<file path="src/rtl/common_pseudo_lru_way_allocator_pkg.sv">
// Shared definitions for the pseudo-LRU way allocator: FSM state codes and
// the default way count. No ports.
package common_lru_defs;

  localparam int unsigned DEF_WAY_COUNT_LOG2 = 3;
  localparam int unsigned P_COUNT            = 1 << DEF_WAY_COUNT_LOG2;

  // Allocator FSM encoding; code 3 is unused and recovers to IDLE.
  localparam logic [1:0] S_IDLE  = 2'd0;
  localparam logic [1:0] S_PICK  = 2'd1;
  localparam logic [1:0] S_GRANT = 2'd2;

endpackage

</file>
<file path="src/rtl/common_pseudo_lru_way_allocator_if.sv">
// Allocation handshake plus hit/invalidate/flush side-band for the way allocator.
//   master: miss/refill + lookup logic (drives requests, commits, touch, inv, flush)
//   slave : the allocator (drives ready, grant way/victim, occupancy)
interface common_pseudo_lru_way_allocator_if #(
  parameter int unsigned N = 8
);

  logic         alloc_req_valid;
  logic         alloc_req_ready;
  logic         alloc_grant_valid;
  logic         alloc_grant_ready;
  logic [N-1:0] alloc_grant_way;
  logic         alloc_grant_victim;
  logic         touch_en;
  logic [N-1:0] touch_way;
  logic         inv_en;
  logic [N-1:0] inv_way;
  logic         flush;
  logic [N-1:0] occupied;

  modport master (
    output alloc_req_valid, alloc_grant_ready, touch_en, touch_way,
           inv_en, inv_way, flush,
    input  alloc_req_ready, alloc_grant_valid, alloc_grant_way,
           alloc_grant_victim, occupied
  );

  modport slave (
    input  alloc_req_valid, alloc_grant_ready, touch_en, touch_way,
           inv_en, inv_way, flush,
    output alloc_req_ready, alloc_grant_valid, alloc_grant_way,
           alloc_grant_victim, occupied
  );

endinterface

</file>
<file path="src/rtl/common_pseudo_lru_way_allocator_tree.sv">
// Tree pseudo-LRU state: N-1 node bits in heap order (node 0 = root).
//   clk, resetn            : clock, async active-low reset
//   flush                  : clear all node bits
//   touch_en/touch_way     : hit touch (one-hot)
//   commit_en/commit_way   : grant commit touch, applied after the hit touch
//   victim_way_c           : one-hot victim from the post-update tree (combinational)
module common_pseudo_lru_tree_state
  import common_lru_defs::*;
#(
  parameter  int unsigned WAY_COUNT_LOG2 = DEF_WAY_COUNT_LOG2,
  localparam int unsigned N              = 1 << WAY_COUNT_LOG2,
  localparam int unsigned TW             = N - 1
) (
  input  logic         clk,
  input  logic         resetn,
  input  logic         flush,
  input  logic         touch_en,
  input  logic [N-1:0] touch_way,
  input  logic         commit_en,
  input  logic [N-1:0] commit_way,
  output logic [N-1:0] victim_way_c
);

  logic [TW-1:0] tree_q;
  logic [TW-1:0] tree_d;

  function automatic logic [WAY_COUNT_LOG2-1:0] way_index(input logic [N-1:0] w);
    logic [WAY_COUNT_LOG2-1:0] idx;
    idx = '0;
    for (int i = 0; i < int'(N); i++) begin
      if (w[i]) idx = idx | WAY_COUNT_LOG2'(i);
    end
    return idx;
  endfunction

  // Point every node on w's path away from w; the index MSB selects the half.
  function automatic logic [TW-1:0] tree_touch(input logic [TW-1:0] t_in,
                                               input logic [N-1:0]  w);
    logic [TW-1:0]             t;
    logic [WAY_COUNT_LOG2-1:0] path;
    int                        node;
    t    = t_in;
    path = way_index(w);
    node = 0;
    for (int lvl = 0; lvl < int'(WAY_COUNT_LOG2); lvl++) begin
      for (int n = 0; n < int'(TW); n++) begin
        if (n == node) t[n] = ~path[WAY_COUNT_LOG2-1];
      end
      node = 2 * node + (path[WAY_COUNT_LOG2-1] ? 2 : 1);
      path = path << 1;
    end
    return t;
  endfunction

  // Next tree: flush, then hit touch, then commit touch (commit wins shared nodes).
  always_comb begin
    tree_d = tree_q;
    if (flush) begin
      tree_d = '0;
    end else if (touch_en) begin
      tree_d = tree_touch(tree_d, touch_way);
    end
    if (commit_en) tree_d = tree_touch(tree_d, commit_way);
  end

  // Victim walk from the root over the post-update tree.
  always_comb begin
    int                        node;
    logic [WAY_COUNT_LOG2-1:0] idx;
    logic                      b;
    node = 0;
    idx  = '0;
    b    = 1'b0;
    for (int lvl = 0; lvl < int'(WAY_COUNT_LOG2); lvl++) begin
      b = 1'b0;
      for (int n = 0; n < int'(TW); n++) begin
        if (n == node) b = tree_d[n];
      end
      idx  = (idx << 1) | WAY_COUNT_LOG2'(b);
      node = 2 * node + (b ? 2 : 1);
    end
    victim_way_c = N'(1) << idx;
  end

  always_ff @(posedge clk or negedge resetn) begin
    if (!resetn) tree_q <= '0;
    else         tree_q <= tree_d;
  end

endmodule

</file>
<file path="src/rtl/common_pseudo_lru_way_allocator.sv">
// Way allocator for a fully-associative structure: occupancy tracking,
// free-way priority pick with tree-PLRU fallback, request/grant handshake.
//   clk, resetn : clock, async active-low reset
//   bus         : allocator slave side (request, grant, touch, inv, flush, occupied)
module common_pseudo_lru_way_allocator
  import common_lru_defs::*;
#(
  parameter int unsigned WAY_COUNT_LOG2 = DEF_WAY_COUNT_LOG2
) (
  input logic                              clk,
  input logic                              resetn,
  common_pseudo_lru_way_allocator_if.slave bus
);

  localparam int unsigned N = 1 << WAY_COUNT_LOG2;

  logic [1:0]   state_q;
  logic [1:0]   state_d;
  logic         commit_c;
  logic [N-1:0] occ_q;
  logic [N-1:0] occ_d;
  logic [N-1:0] free_way_c;
  logic [N-1:0] victim_way_c;
  logic         any_free_c;
  logic [N-1:0] grant_way_q;
  logic         grant_victim_q;
  logic         req_ready_q;
  logic         grant_valid_q;

  // Next-state logic; commit happens on the grant handshake.
  always_comb begin
    state_d  = state_q;
    commit_c = 1'b0;
    case (state_q)
      S_IDLE:  if (bus.alloc_req_valid) state_d = S_PICK;
      S_PICK:  state_d = S_GRANT;
      S_GRANT: begin
        if (bus.alloc_grant_ready) begin
          commit_c = 1'b1;
          state_d  = S_IDLE;
        end
      end
      default: state_d = S_IDLE;
    endcase
  end

  // Occupancy: flush, then inv, then commit (commit beats inv on the same way).
  always_comb begin
    occ_d = occ_q;
    if (bus.flush) begin
      occ_d = '0;
    end else if (bus.inv_en) begin
      occ_d = occ_d & ~bus.inv_way;
    end
    if (commit_c) occ_d = occ_d | grant_way_q;
  end

  // Lowest-index free way after same-cycle updates.
  always_comb begin
    logic found;
    free_way_c = '0;
    found      = 1'b0;
    for (int i = 0; i < int'(N); i++) begin
      if (!occ_d[i] && !found) begin
        free_way_c[i] = 1'b1;
        found         = 1'b1;
      end
    end
    any_free_c = ~&occ_d;
  end

  common_pseudo_lru_tree_state #(
    .WAY_COUNT_LOG2 (WAY_COUNT_LOG2)
  ) u_tree (
    .clk          (clk),
    .resetn       (resetn),
    .flush        (bus.flush),
    .touch_en     (bus.touch_en),
    .touch_way    (bus.touch_way),
    .commit_en    (commit_c),
    .commit_way   (grant_way_q),
    .victim_way_c (victim_way_c)
  );

  // State, handshake flags, grant payload (captured only in PICK) and occupancy.
  always_ff @(posedge clk or negedge resetn) begin
    if (!resetn) begin
      state_q        <= S_IDLE;
      req_ready_q    <= 1'b1;
      grant_valid_q  <= 1'b0;
      grant_way_q    <= '0;
      grant_victim_q <= 1'b0;
      occ_q          <= '0;
    end else begin
      state_q       <= state_d;
      req_ready_q   <= (state_d == S_IDLE);
      grant_valid_q <= (state_d == S_GRANT);
      occ_q         <= occ_d;
      if (state_q == S_PICK) begin
        grant_way_q    <= any_free_c ? free_way_c : victim_way_c;
        grant_victim_q <= ~any_free_c;
      end
    end
  end

  assign bus.alloc_req_ready    = req_ready_q;
  assign bus.alloc_grant_valid  = grant_valid_q;
  assign bus.alloc_grant_way    = grant_way_q;
  assign bus.alloc_grant_victim = grant_victim_q;
  assign bus.occupied           = occ_q;

endmodule

</file>
<file path="src/flat_wrapper.sv">
// flat-port wrapper written by rule: the top's interface ports become plain ports
module common_pseudo_lru_way_allocator_flat import common_lru_defs::*;
#(
  parameter int unsigned WAY_COUNT_LOG2 = DEF_WAY_COUNT_LOG2
)
  (clk, resetn, bus_alloc_req_valid, bus_alloc_grant_ready, bus_touch_en, bus_touch_way, bus_inv_en, bus_inv_way, bus_flush, bus_alloc_req_ready, bus_alloc_grant_valid, bus_alloc_grant_way, bus_alloc_grant_victim, bus_occupied);
  common_pseudo_lru_way_allocator_if #(.N((P_COUNT))) bus_i ();
  input logic clk;
  input logic resetn;
  input wire logic [$bits(bus_i.alloc_req_valid)-1:0] bus_alloc_req_valid;
  input wire logic [$bits(bus_i.alloc_grant_ready)-1:0] bus_alloc_grant_ready;
  input wire logic [$bits(bus_i.touch_en)-1:0] bus_touch_en;
  input wire logic [$bits(bus_i.touch_way)-1:0] bus_touch_way;
  input wire logic [$bits(bus_i.inv_en)-1:0] bus_inv_en;
  input wire logic [$bits(bus_i.inv_way)-1:0] bus_inv_way;
  input wire logic [$bits(bus_i.flush)-1:0] bus_flush;
  output wire logic [$bits(bus_i.alloc_req_ready)-1:0] bus_alloc_req_ready;
  output wire logic [$bits(bus_i.alloc_grant_valid)-1:0] bus_alloc_grant_valid;
  output wire logic [$bits(bus_i.alloc_grant_way)-1:0] bus_alloc_grant_way;
  output wire logic [$bits(bus_i.alloc_grant_victim)-1:0] bus_alloc_grant_victim;
  output wire logic [$bits(bus_i.occupied)-1:0] bus_occupied;
  assign bus_i.alloc_req_valid = bus_alloc_req_valid;
  assign bus_i.alloc_grant_ready = bus_alloc_grant_ready;
  assign bus_i.touch_en = bus_touch_en;
  assign bus_i.touch_way = bus_touch_way;
  assign bus_i.inv_en = bus_inv_en;
  assign bus_i.inv_way = bus_inv_way;
  assign bus_i.flush = bus_flush;
  assign bus_alloc_req_ready = bus_i.alloc_req_ready;
  assign bus_alloc_grant_valid = bus_i.alloc_grant_valid;
  assign bus_alloc_grant_way = bus_i.alloc_grant_way;
  assign bus_alloc_grant_victim = bus_i.alloc_grant_victim;
  assign bus_occupied = bus_i.occupied;
  common_pseudo_lru_way_allocator #(.WAY_COUNT_LOG2(WAY_COUNT_LOG2)) u_core (.clk(clk), .resetn(resetn), .bus(bus_i));
endmodule
</file>
<file path="config.mk">
export PLATFORM = sky130hd
export DESIGN_NAME = common_pseudo_lru_way_allocator_flat
export DESIGN_NICKNAME = d
export VERILOG_FILES = /design/src/rtl/common_pseudo_lru_way_allocator_pkg.sv /design/src/rtl/common_pseudo_lru_way_allocator_if.sv /design/src/rtl/common_pseudo_lru_way_allocator_tree.sv /design/src/rtl/common_pseudo_lru_way_allocator.sv /design/src/flat_wrapper.sv
export SDC_FILE = /design/constraint.sdc
export NUM_CORES = 1
export LEC_CHECK = 0
export ABC_AREA = 1
export ABC_CLOCK_PERIOD_IN_PS = 1700
export CORE_UTILIZATION = 43
export CTS_CLUSTER_DIAMETER = 30
export DETAILED_ROUTE_END_ITERATION = 10
export HOLD_SLACK_MARGIN = 0.15
export PLACE_DENSITY = 0.73
export SLEW_MARGIN = 30
export SYNTH_ARGS = -nofsm -noshare
export SYNTH_HDL_FRONTEND = slang
export SYNTH_SLANG_ARGS = --single-unit
</file>
<file path="constraint.sdc">
create_clock -name clk -period 1.7 [get_ports clk]
set_input_delay 0.51 -clock clk [delete_from_list [all_inputs] [get_ports clk]]
set_output_delay 0.51 -clock clk [all_outputs]
set_load 0.05 [all_outputs]
</file>
==> results of run 1 <==
-- routing by layer --
metal  vias to the layer above  part of all wire  GRT usage  wire (um)
met5                         -                 0          0          0
met4                         0             0.068      0.128        471
met3                        52             0.076     0.0435        530
met2                       153              0.49      0.582       3450
met1                      1003              0.36      0.361       2520
li1                        903                 -          -          -
-- registers in the layout, summed over array words and instances (netlist names) --
register,flops
u_core.bus.alloc_grant_valid,1
u_core.bus.alloc_grant_victim,1
u_core.bus.alloc_grant_way,8
u_core.bus.alloc_req_ready,1
u_core.bus.occupied,8
u_core.state_q,2
u_core.u_tree.tree_q,7
-- metrics by stage --
| stage | std cells | instance area, sq um | hold slack [ps] | setup WS, ps |
|---|---|---|---|---|
| global placement | 336 | 2610 | 552 | -697 |
| CTS | 357 | 2990 | 565 | -53.2 |
| detailed placement | 336 | 2610 | 549 | -698 |
| floorplan | 210 | 1630 | 214 | 11.3 |
| finish | 363 | 3110 | 572 | -199 |
| global route | 363 | 3110 | 601 | -355 |
-- cell usage in the layout, fill, tap and decap left out, drive strengths merged --
master	count
a21oi	9
a31o	1
buf	87
clkbuf	4
clkdlybuf4s15	6
clkdlybuf4s50	7
dfrtp	27
dfstp	1
dlygate4sd2	6
inv	28
nand2	48
nand3	22
nand4	10
nor2	36
nor3	1
nor3b	2
o21ai	17
o21bai	1
o22ai	3
or2	1
-- final cells by class --
cell class	count	area [sq um]	area share
repair buffers	106	1120	0.361
inverters	28	110	0.0354
clock buffers	4	55.1	0.0177
flip-flops and latches	28	711	0.228
well taps	46	57.6	0.0185
multi-input cells	151	1060	0.339
-- report_power, final --
| group | internal [uW] | switching [uW] | leakage, uW |
|---|---|---|---|
| combinational | 1060 | 1290 | 0.00107 |
| clock | 207 | 205 | 0.0000288 |
| sequential | 853 | 178 | 0.000357 |
-- what timing repair did --
action / 4_1_cts / 5_1_grt
pin swaps: 42 / 11
setup buffers: 17 / 6
resized for setup: 85 / 19
setup endpoints to repair: 10 / 9
endpoints found under the hold margin: 0 / 0
-- worst max-delay path: stages --
cell and delay [ps]:
clkdlybuf4s50_1 420, nand2_1 80, nand3_1 100, nand2_2 110
nand2_2 80, nor2_4 190, nand4_1 130, buf_6 170
nor3_4 110, o21ai_1 80, o21ai_1 100
-- logic make-up (layout without fill, tap and decap cells) --
family | Yosys count | in the layout | synth area share
flops | 28 | 28 | 0.437
buf+inv | 31 | 138 | 0.0733
compound gates | 31 | 31 | 0.117
simple gates | 120 | 120 | 0.373
-- path summary, 6_finish.rpt --
check | to | depth (start not counted) | start | slack [ps]
setup / recovery | u_core.bus.alloc_grant_way[3] | 11 | bus_inv_way[2] | -200
min in group asynchronous | u_core.bus.occupied[0] | 2 | resetn | 620
max in group asynchronous | u_core.bus.alloc_req_ready | 2 | resetn | 830
hold reg to reg | u_core.bus.alloc_grant_victim | 2 | u_core.bus.alloc_grant_victim | 570
hold / removal | u_core.bus.alloc_grant_victim | 2 | u_core.bus.alloc_grant_victim | 570
setup reg to reg | u_core.bus.alloc_grant_way[5] | 11 | u_core.bus.alloc_grant_way[6] | -200
==> run_results.csv, run 1 <==
group,metric,value,unit
cells_and_area,drive_gt1_frac,0.562,
timing,fin_crit,1900,ps
detailed_routing,drt-initial-drc-count,176,
worst_setup_path,worstPathMaxFanout,4,
worst_setup_path,crit_type,"in -> reg",
synth,async_reset_ff_frac,1.00,
synth,synth_nets,233,
clock_network,clock_path_buffers,2,
detailed_routing,totalWireLength,6.97,mm
grt,grt_overflow,0,
worst_setup_path,required,1900,ps
clock_network,cts-root-buf,"clkbuf_8",
clock_network,path_clk_slew,100,ps
power_and_ir_drop,power.static_leakage,0.00146,uW
timing,period_share,1.12,
detailed_routing,num_vias,2111,
flow_run,drv_cap,0,
grt,grt_max_degree,29,
floorplanning,start_util,0.463,
timing,finalHoldViolCount,0,
timing,worst_slack,-199,ps
floorplanning,rows,21,
grt,grt_usage,0.316,
power_and_ir_drop,power,3790,uW
cells_and_area,fillCellCount,153,
synth,synth_top_area_cell,"dfrtp_1",
synth,synthTopCellsByArea,"dfrtp_1, nand2_1, nor2_1",
clock_network,cts.sinks,28,
clock_network,cts_buffers,3,
timing,relSlewSlack,0.692,
synth,yosys_warnings,0,
worst_setup_path,startpoint_type,"input port",
synth,syn_area,1610,sq um
timing,tightest_slew,460,ps
synth,synth_seq_cells,28,
worst_setup_path,end_kind,"flop",
place,dp_hpwl,3.48,mm
synth,yosysUniqueCellTypes,27,
timing,finalSetupViolations,9,
synth,yosysTopAreaCellShare,0.421,
detailed_routing,via_per_inst,5.82,
clock_network,insertion_delay,280,ps
timing,rsz0062_at_grt,"yes",
worst_setup_path,cp.arrival,2100,ps
timing,fin_skew,9.78,ps
synth,synthCells,210,
synth,synth.avg_cell_area,7.64,sq um
floorplanning,coreArea,3470,sq um
place,port_buffers,40,
hold_path,hold_path_class,"reg -> reg",
synth,yosysMostFrequentCell,"nand2_1",
floorplanning,die_area,3980,sq um
clock_network,cts_tree,"yes",
grt,grt_pass1_vias,2075,
clock_network,htree_levels,1,
synth,synth_top_cells_by_count,"nand2_1, dfrtp_1, nor2_1",
synth,ys_seq_area_frac,0.437,
floorplanning,die_h,63.1,um
grt,grt_pass1_wl,9.60,mm
cells_and_area,nNetsFinal,341,
cells_and_area,diodes,0,
cells_and_area,postLayoutCoreUtil,0.898,
detailed_routing,first_pass_iters,5,
timing,fmax,527,MHz
power_and_ir_drop,ir_drop,0.000900,V
cells_and_area,area_delta_synth_final,94.0,%
synth,synth_edf_count,0,
clock_network,ctsHoldBuffers,0,
detailed_routing,drc,0,
timing,slew_viol_final,0,
power_and_ir_drop,power.density,1220,nW/um^2
detailed_routing,wire_per_inst,19.2,um
status,outcome,"finished with violations",
floorplanning,fp.dieW,63.1,um
synth,synth_flop_cell,"dfrtp_1",
grt,antenna_found_initial,0,
floorplanning,ioPinCount,42,
timing,tns,-1610,ps
place,place.gp.congestion,0.842,
status,violations,"setup timing",
detailed_routing,ant_nets,0,
Power figures use the tool's default switching activity.
==> inputs of run 2 (changes only) <==
==> constraint.sdc (replaced) <==
create_clock -name clk -period 1.7 [get_ports clk]
set_input_delay 0.51 -clock clk [delete_from_list [all_inputs] [get_ports clk]]
set_output_delay 0.51 -clock clk [all_outputs]
set_load 0.01 [all_outputs]
==> run_results.csv, run 2 (same netlist as run 1, synthesis figures left out) <==
group,metric,value,unit
status,outcome,"finished with violations",
status,violations,"setup timing",
worst_setup_path,r2r_start,"u_core.state_q[0]",
worst_setup_path,required,1900,ps
timing,rsz0062_at_grt,"yes",
clock_network,cts_tree,"yes",
cells_and_area,final_cell_mix,"buf_4, nand2_1, dfrtp_1",
detailed_routing,ant_nets,0,
worst_setup_path,worstPathMaxFanout,7,
timing,relSlewSlack,0.773,
timing,finalHoldViolCount,0,
worst_setup_path,worstRegToRegCells,9,
detailed_routing,via_per_inst,5.04,
worst_setup_path,startpoint_type,"flop",
cells_and_area,postLayoutCoreUtil,0.815,
cells_and_area,drive_gt1_frac,0.448,
hold_path,hold_path_class,"reg -> reg",
grt,grt_max_degree,29,
cells_and_area,area_delta_synth_final,76.1,%
clock_network,clock_path_buffers,2,
hold_path,hold_depth,2,
floorplanning,coreArea,3470,sq um
detailed_routing,num_vias,1818,
cells_and_area,nNetsFinal,339,
hold_path,min-delay-start,"u_core.bus.alloc_grant_victim",
grt,grt_pass1_wl,8.32,mm
cells_and_area,diodes,0,
timing,tightest_slew,340,ps
floorplanning,start_util,0.463,
clock_network,insertion_delay,280,ps
grt,grt_overflow,0,
clock_network,cts.sinks,28,
power_and_ir_drop,ir_drop,0.00106,V
timing,fmax,545,MHz
worst_setup_path,crit_type,"reg -> reg",
power_and_ir_drop,power.static_leakage,0.00151,uW
detailed_routing,drc,0,
detailed_routing,drt-initial-drc-count,86,
timing,tns,-602,ps
floorplanning,die_area,3980,sq um
grt,grt_usage,0.266,
floorplanning,die_h,63.1,um
cells_and_area,layout_commonest_cell,"buf_4",
place,dp_hpwl,3.31,mm
detailed_routing,wl_met2,2.55,mm
worst_setup_path,r2r-end,"u_core.bus.alloc_grant_way[6]",
timing,fin_crit,1830,ps
clock_network,cts-root-buf,"clkbuf_8",
timing,finalSetupViolations,8,
detailed_routing,drt-met1-wl,2.12,mm
timing,worst_slack,-134,ps
worst_setup_path,critPathCapture,"u_core.bus.alloc_grant_way[6]",
detailed_routing,wire_per_inst,13.8,um
worst_setup_path,end_kind,"flop",
floorplanning,ioPinCount,42,
worst_setup_path,r2r_setup_slack,-130,ps
timing,slew_viol_final,0,
floorplanning,fp.dieW,63.1,um
clock_network,htree_levels,1,
detailed_routing,totalWireLength,5.00,mm
worst_setup_path,crit_path_start,"u_core.state_q[0]",
flow_run,drv_cap,0,
clock_network,cts_buffers,3,
place,port_buffers,40,
worst_setup_path,cp.arrival,2030,ps
detailed_routing,first_pass_iters,4,
place,place.gp.congestion,0.878,
floorplanning,rows,21,
power_and_ir_drop,power.density,1020,nW/um^2
grt,grt_pass1_vias,1867,
timing,period_share,1.08,
detailed_routing,topRoutingLayerUsed,"met4",
clock_network,path_clk_slew,100,ps
grt,antenna_found_initial,0,
detailed_routing,met3_length,239,um
clock_network,ctsHoldBuffers,0,
timing,fin_skew,13.6,ps
[run 2: worst max-delay path, cell delays in order, from the launching register on]
cell and delay (ps):
dfrtp_1 420, inv_2 90, nand3_4 160, buf_4 190, o21ai_2 150, buf_4 170
nand4_4 110, nor2_2 140, nand4_1 160, a21oi_2 180
[run 2: repair_timing]
action / CTS / global route
resized for setup: 85 / 25
buffers inserted: 18 / 6
pin swaps: 44 / 14
endpoints found under the setup margin: 21 / 18
[run 2: layout make-up]
cell class | instances | area (sq um)
Clock buffer | 4 | 45.0
Tap cell | 46 | 57.6
Fill cell | 233 | 641
Sequential cell | 28 | 703
Multi-Input combinational cell | 151 | 996
Inverter | 28 | 108
Timing Repair Buffer | 104 | 918
[run 2: metrics by stage]
step	instances	power (uW)	setup WS (ps)	instance area, sq um	hold WS (ps)
after CTS	355	2770	-72.7	2710	514
final	361	2890	-134	2830	504
after global routing	361	3070	-200	2830	538
after detailed placement	334	2250	-739	2380	491
after floorplan	210	1550	15.3	1610	214
after global placement	334	2230	-725	2380	480
[run 2: layer usage]
metal / GRT usage / vias up
met1: 0.331 / 842
met3: 0.0380 / 11
li1: - / 905
met4: 0.122 / 0
met2: 0.453 / 60
met5: 0 / -
[run 2: worst min-delay path by stage]
stage,endpoint,slack [ps]
detailed placement,u_core.bus.alloc_grant_victim,490
finish,u_core.bus.alloc_grant_victim,500
CTS,u_core.bus.alloc_grant_victim,510
floorplan,u_core.bus.alloc_grant_valid,210
global route,u_core.bus.alloc_grant_victim,540
global placement,u_core.bus.alloc_grant_victim,480
[run 2: where the power goes]
part           switching, uW  total [uW]  internal, uW  leakage [uW]
Sequential               100         945           844      0.000366
Combinational            813        1580           763       0.00112
Clock                    204         372           168     0.0000228
Total                   1120        2890          1780       0.00151
